**config.mk**
```make
export PLATFORM = sky130hd
export DESIGN_NAME = var_delay_ctrl
export DESIGN_NICKNAME = d
export VERILOG_FILES = /design/src/rtl/var_delay_pkg.sv /design/src/rtl/var_delay_buf.sv /design/src/rtl/var_delay_ctrl.sv
export SDC_FILE = /design/constraint.sdc
export NUM_CORES = 1
export LEC_CHECK = 0
export ABC_AREA = 1
export BUFFER_PORTS_ARGS = -buffer_cell sky130_fd_sc_hd__buf_2
export CAP_MARGIN = 15
export CORE_UTILIZATION = 41
export DETAILED_ROUTE_END_ITERATION = 8
export GPL_TIMING_DRIVEN = 0
export REMOVE_ABC_BUFFERS = 1
export SYNTH_ARGS = -nofsm -noshare
export SYNTH_HDL_FRONTEND = slang
export SYNTH_HIERARCHICAL = 1
export SYNTH_SLANG_ARGS = --single-unit
```
**constraint.sdc**
```tcl
create_clock -name clk -period 6.7 [get_ports clk]
set_clock_uncertainty 0.05 [all_clocks]
set_input_delay 1.34 -clock clk [delete_from_list [all_inputs] [get_ports clk]]
set_output_delay 1.34 -clock clk [all_outputs]
set_load 0.005 [all_outputs]
```
**src/rtl/var_delay_pkg.sv**
```systemverilog
// Shared types and helpers for the run-time programmable delay line.
// Holds the FSM state encoding, the default sample width and the delay clamp.
package var_delay_pkg;

  localparam int VD_DW = 25;

  typedef enum logic {
    ST_FILL,
    ST_RUN
  } state_e;

  // Out-of-range requests snap to the nearest legal delay (1..maxDelay).
  function automatic int unsigned clamp_delay(input int unsigned req,
                                              input int unsigned maxDelay);
    if (req == 0) return 1;
    if (req > maxDelay) return maxDelay;
    return req;
  endfunction

endpackage

```
**src/rtl/var_delay_buf.sv**
```systemverilog
// Circular register storage for {valid, sample} with a registered read port.
// The read slot trails the write pointer by delay_i entries, modulo MAX_DELAY.
module var_delay_buf #(
  parameter int DW        = 25,
  parameter int MAX_DELAY = 16,
  parameter int DLY_W     = 5
) (
  input  logic             clk,
  input  logic             reset,
  input  logic [DW-1:0]    wr_data_i,
  input  logic             wr_valid_i,
  input  logic [DLY_W-1:0] delay_i,
  input  logic             clr_tags_i,
  input  logic             zero_out_i,
  output logic [DW-1:0]    rd_data_o,
  output logic             rd_valid_o
);

  localparam int PW = (MAX_DELAY > 1) ? $clog2(MAX_DELAY) : 1;

  logic [DW-1:0]        data_q [MAX_DELAY];
  logic [MAX_DELAY-1:0] tag_q;
  logic [PW-1:0]        wp_q;
  logic [DW-1:0]        rdData_q;
  logic                 rdValid_q;
  logic [DLY_W:0]       idxSum;
  logic [PW-1:0]        rdIdx;

  // For D == MAX_DELAY the read slot equals the write slot; the read sees the old entry.
  always_comb begin
    idxSum = (DLY_W+1)'(wp_q) + (DLY_W+1)'(MAX_DELAY) - (DLY_W+1)'(delay_i);
    if (idxSum >= (DLY_W+1)'(MAX_DELAY)) begin
      rdIdx = PW'(idxSum - (DLY_W+1)'(MAX_DELAY));
    end else begin
      rdIdx = PW'(idxSum);
    end
  end

  always_ff @(posedge clk) begin
    data_q[wp_q] <= wr_data_i;
  end

  always_ff @(posedge clk) begin
    if (reset) begin
      tag_q     <= '0;
      wp_q      <= '0;
      rdData_q  <= '0;
      rdValid_q <= 1'b0;
    end else begin
      if (clr_tags_i) begin
        tag_q <= '0;
      end else begin
        tag_q[wp_q] <= wr_valid_i;
      end
      wp_q <= (wp_q == PW'(MAX_DELAY - 1)) ? '0 : wp_q + PW'(1);
      if (zero_out_i) begin
        rdData_q  <= '0;
        rdValid_q <= 1'b0;
      end else begin
        rdData_q  <= data_q[rdIdx];
        rdValid_q <= tag_q[rdIdx];
      end
    end
  end

  assign rd_data_o  = rdData_q;
  assign rd_valid_o = rdValid_q;

endmodule

```
**src/rtl/var_delay_ctrl.sv**
```systemverilog
// Programmable delay-line controller: reconfiguration FSM, fill counter and output masking.
// Optional build macro VAR_DELAY_STRICT_EN rejects out-of-range requests and flags cfg_err.
module var_delay_ctrl
  import var_delay_pkg::*;
#(
  parameter int DW          = VD_DW,
  parameter int MAX_DELAY   = 16,
  parameter int RESET_DELAY = 6,
  localparam int DLY_W      = $clog2(MAX_DELAY + 1)
) (
  input  logic             clk,
  input  logic             reset,
  input  logic [DW-1:0]    din,
  input  logic             din_valid,
  output logic [DW-1:0]    dout,
  output logic             dout_valid,
  input  logic [DLY_W-1:0] cfg_delay,
  input  logic             cfg_valid,
  output logic             cfg_ready,
  output logic [DLY_W-1:0] cur_delay,
  output logic             cfg_err
);

  state_e           state_q, state_d;
  logic [DLY_W-1:0] cnt_q, cnt_d;
  logic [DLY_W-1:0] cur_q, cur_d;
  logic [DLY_W-1:0] reqClamped;
  logic             clrTags;
  logic             accept;
`ifdef VAR_DELAY_STRICT_EN
  logic             err_q, err_d;
  logic             reqInRange;
`endif

  always_ff @(posedge clk) begin
    if (reset) begin
      state_q <= ST_FILL;
      cnt_q   <= DLY_W'(RESET_DELAY);
      cur_q   <= DLY_W'(RESET_DELAY);
`ifdef VAR_DELAY_STRICT_EN
      err_q   <= 1'b0;
`endif
    end else begin
      state_q <= state_d;
      cnt_q   <= cnt_d;
      cur_q   <= cur_d;
`ifdef VAR_DELAY_STRICT_EN
      err_q   <= err_d;
`endif
    end
  end

  // An accepted request flushes the tags and refills for exactly the new delay.
  always_comb begin
    state_d    = state_q;
    cnt_d      = cnt_q;
    cur_d      = cur_q;
    clrTags    = 1'b0;
    reqClamped = DLY_W'(clamp_delay(32'(cfg_delay), MAX_DELAY));
    accept     = cfg_valid && (state_q == ST_RUN);
`ifdef VAR_DELAY_STRICT_EN
    err_d      = 1'b0;
    reqInRange = (cfg_delay != '0) && (cfg_delay <= DLY_W'(MAX_DELAY));
`endif
    case (state_q)
      ST_FILL: begin
        if (cnt_q <= DLY_W'(1)) begin
          state_d = ST_RUN;
        end else begin
          cnt_d = cnt_q - DLY_W'(1);
        end
      end
      ST_RUN: begin
        if (accept) begin
`ifdef VAR_DELAY_STRICT_EN
          if (!reqInRange) begin
            err_d = 1'b1;
          end else begin
            cur_d   = reqClamped;
            cnt_d   = reqClamped;
            state_d = ST_FILL;
            clrTags = 1'b1;
          end
`else
          cur_d   = reqClamped;
          cnt_d   = reqClamped;
          state_d = ST_FILL;
          clrTags = 1'b1;
`endif
        end
      end
      default: state_d = ST_FILL;
    endcase
  end

  var_delay_buf #(
    .DW        (DW),
    .MAX_DELAY (MAX_DELAY),
    .DLY_W     (DLY_W)
  ) u_buf (
    .clk        (clk),
    .reset      (reset),
    .wr_data_i  (din),
    .wr_valid_i (din_valid),
    .delay_i    (cur_q),
    .clr_tags_i (clrTags),
    .zero_out_i (state_q == ST_FILL),
    .rd_data_o  (dout),
    .rd_valid_o (dout_valid)
  );

  assign cfg_ready = (state_q == ST_RUN);
  assign cur_delay = cur_q;
`ifdef VAR_DELAY_STRICT_EN
  assign cfg_err   = err_q;
`else
  assign cfg_err   = 1'b0;
`endif

endmodule

```
==> impl_metrics.tcl <==
set metrics [dict create \
    p_leak_nw 9.11 \
    cts_max_level 2 \
    cts.sinks 457 \
    firstDrtPassIters 7 \
    cts_tree "built" \
    dp_hpwl_mm 24.3 \
    crit_path_max_incr_delay_ns 0.83 \
    dp.cells 2473 \
    min_from "u_buf/tag_q[5]" \
    cts_resized 0 \
    cts.clk_slew.worst_paths_ns 0.06 \
    setup_violations 0 \
    powerDensity_nw_per_um2 314 \
    violations "design-rule violations" \
    grt_use_total_pct 19.0 \
    gp_congestion 0.737 \
    slowest_stage "fa_4" \
    critical_path_class "register to register" \
    ys.flop_type "edfxtp_1" \
    hold_path_depth 2 \
    hold_path_class "register to register" \
    seq_area_um2 13200 \
    fp.dieW_um 219 \
    period_share_pct 56.0 \
    antenna_found_initial 1 \
    postCtsSetupRepairBufs 0 \
    syn_avg_cell_area_um2 10.3 \
    layout.nets 1961 \
    seq_area_frac_synth_pct 68.3 \
    grt_overflow_total 0 \
    via_per_inst 4.95 \
    tns_ns 0 \
    wl_per_cell_um 17.5 \
    crit_path_start_kind "register" \
    yosys.cell_types.count 32 \
    root_buffer "clkbuf_16" \
    cts_hold_buf 0 \
    synth_area_um2 19300 \
    worst_r2r_endpoint "u_buf/rd_data_o[19]" \
    ff2ff_setup_slack_ns 2.95 \
    finalInstanceArea_um2 22100 \
    ys_seq_elements 457 \
    grt_pass1_wl_mm 68.7 \
    cts_buffers 49 \
    fill_cells 4161 \
    endpoint_kind "register" \
    placement.io_buffers 65 \
    crit_path_max_fanout 62 \
    outcome "finished, violations left" \
    ys_async_sr_fraction_pct 0 \
    insertion_delay_ns 0.57 \
    drive_gt1_share_pct 10.5 \
    yosys_warnings 6 \
    place_area_um2 20600 \
    grt_max_degree 125 \
    coreArea_um2 46500 \
    row_count 79 \
    tightest_slew_ns 0.945 \
    synthCells 1868 \
    r2r_cells 13 \
    rsz0062_at_grt "no" \
    ir_worst_vdd_mv 0.192 \
    area_growth_syn_to_layout_pct 14.8 \
    die_h_um 219 \
    ant_nets 0 \
    route.detailed.drc 2 \
    clock_path_buffers 3 \
    dieArea_um2 47900 \
    final_cells 2565 \
    routed_wl_mm 44.9 \
    grt_pass1_vias 12200 \
    diodes 0 \
    start_util_pct 41.5 \
    maxCapViolCount 0 \
    power.total_mw 6.95 \
    hold_end "u_buf/tag_q[5]" \
    vias 12700 \
    cp_common_cell "nand2_1" \
    arrival_ns 4.16 \
    crit_chain "inv_1 > ha_4 > inv_1 > fa_4 > buf_12 > inv_4 > buf_16 > nand3_1 > nand2_1 > nand2_1 > nand2_1 > nor2_1 > nor2_1" \
    report.final.slew_viol_count 0 \
    synth_edf_count 400 \
    holdWs_ns 0.418 \
    hold_violations 0 \
    clock.fmax_mhz 267 \
    worstPathRequired_ns 7.10 \
    r2r_start "u_buf/wp_q[0]" \
    relSlewSlack_pct 37.0 \
    finalCriticalPeriod_ns 3.75 \
    multiInputGateArea_um2 4830 \
    drt_iter0_markers 942 \
    ios 67 \
]
## cell type report
type                            count  area share [%]
Clock buffer                       81            6.55
Clock inverter                     11           0.481
Inverter                          249            4.29
Multi-Input combinational cell   1071            21.8
Sequential cell                   457            59.5
Tap cell                          607            3.43
Timing Repair Buffer               89            3.95
## cell usage in the layout (no fill, tap or decap), drive strengths merged
cell and instances:
nand2 632, edfxtp 400, nand3 302, inv 250
buf 89, nor2 89, clkbuf 81, dfxtp 57
a21oi 14, ha 9, a211oi 8, clkinv 7
o21ai 5, or2 3, o21bai 2, bufinv 2
nor3 1, a22oi 1, o211ai 1, conb 1
clkinvlp 1, xor2 1, xnor2 1, fa 1
## synth_stat cells (2+ instances only)
cell | count | area [um2]
edfxtp_1 | 400 | 12000
inv_1 | 244 | 916
dfxtp_1 | 57 | 1140
a21oi_1 | 14 | 70.1
buf_4 | 9 | 67.6
clkbuf_1 | 27 | 101
nand2_1 | 630 | 2360
o21bai_1 | 2 | 15.0
nor2_1 | 69 | 259
nand3_2 | 2 | 20.0
buf_1 | 4 | 15.0
nand3_1 | 299 | 1500
inv_2 | 4 | 15.0
nor2_2 | 20 | 125
buf_6 | 6 | 67.6
buf_2 | 45 | 225
or2_2 | 2 | 12.5
o21ai_0 | 5 | 25.0
a211oi_1 | 8 | 60.1
ha_1 | 9 | 113
## worst max-delay path by stage
stage             startpoint                  end  slack, ns
2_1_floorplan  u_buf/wp_q[0]  u_buf/rd_data_o[11]      -0.70
3_3_place_gp   u_buf/wp_q[0]  u_buf/rd_data_o[19]      -7.51
3_5_place_dp   u_buf/wp_q[0]  u_buf/rd_data_o[19]       2.99
4_1_cts        u_buf/wp_q[0]  u_buf/rd_data_o[19]       2.96
5_1_grt        u_buf/wp_q[0]  u_buf/rd_data_o[19]       2.77
6_report       u_buf/wp_q[0]  u_buf/rd_data_o[19]       2.95
## report_power, final
group | switching [mW] | internal [mW]
sequential | 0.0332 | 3.18
clock | 1.06 | 1.55
combinational | 0.765 | 0.370
total | 1.86 | 5.10
## critical path, delay by kind of cell, from the launching register on
kind                     cells  cell delay, ns
adder cells (fa/ha/maj)      2            1.00
buffers and inverters        5            1.48
flip-flops                   1            0.40
AND/OR/NAND/NOR              6            0.64
## per-stage QoR
step,utilization (%),setup WS [ns]
final,47.6,2.95
after global routing,47.6,2.77
after CTS,47.6,2.96
after detailed placement,44.3,2.99
after global placement,42.8,-7.51
after floorplan,-,-0.696
## cell families after synthesis
group	count (synthesis)	synth area share (%)
AO/OA/AOI/OAI	31	0.961
XOR/XNOR	2	0.227
AND/OR/NAND/NOR	1027	22.5
flip-flops	457	68.3
other	1	0.0195
adder cells (fa/ha/maj)	10	0.688
buffers and inverters	340	7.35
## registers in the layout (all words and copies together) (netlist names)
register / count
u_buf/rd_valid_o: 1
u_buf/wp_q: 4
cnt_q: 5
cfg_ready: 1
u_buf/rd_data_o: 25
cur_delay: 5
u_buf/data_q: 400
u_buf/tag_q: 16
## metal layers
layer	track usage (%)	vias up	wire length [um]
li1	-	6185	-
met3	3.09	104	2690
met1	24.8	6033	19100
met4	7.41	2	1410
met5	0	-	12
met2	31.8	360	21700
No activity file was read; power rests on OpenSTA's default activity.
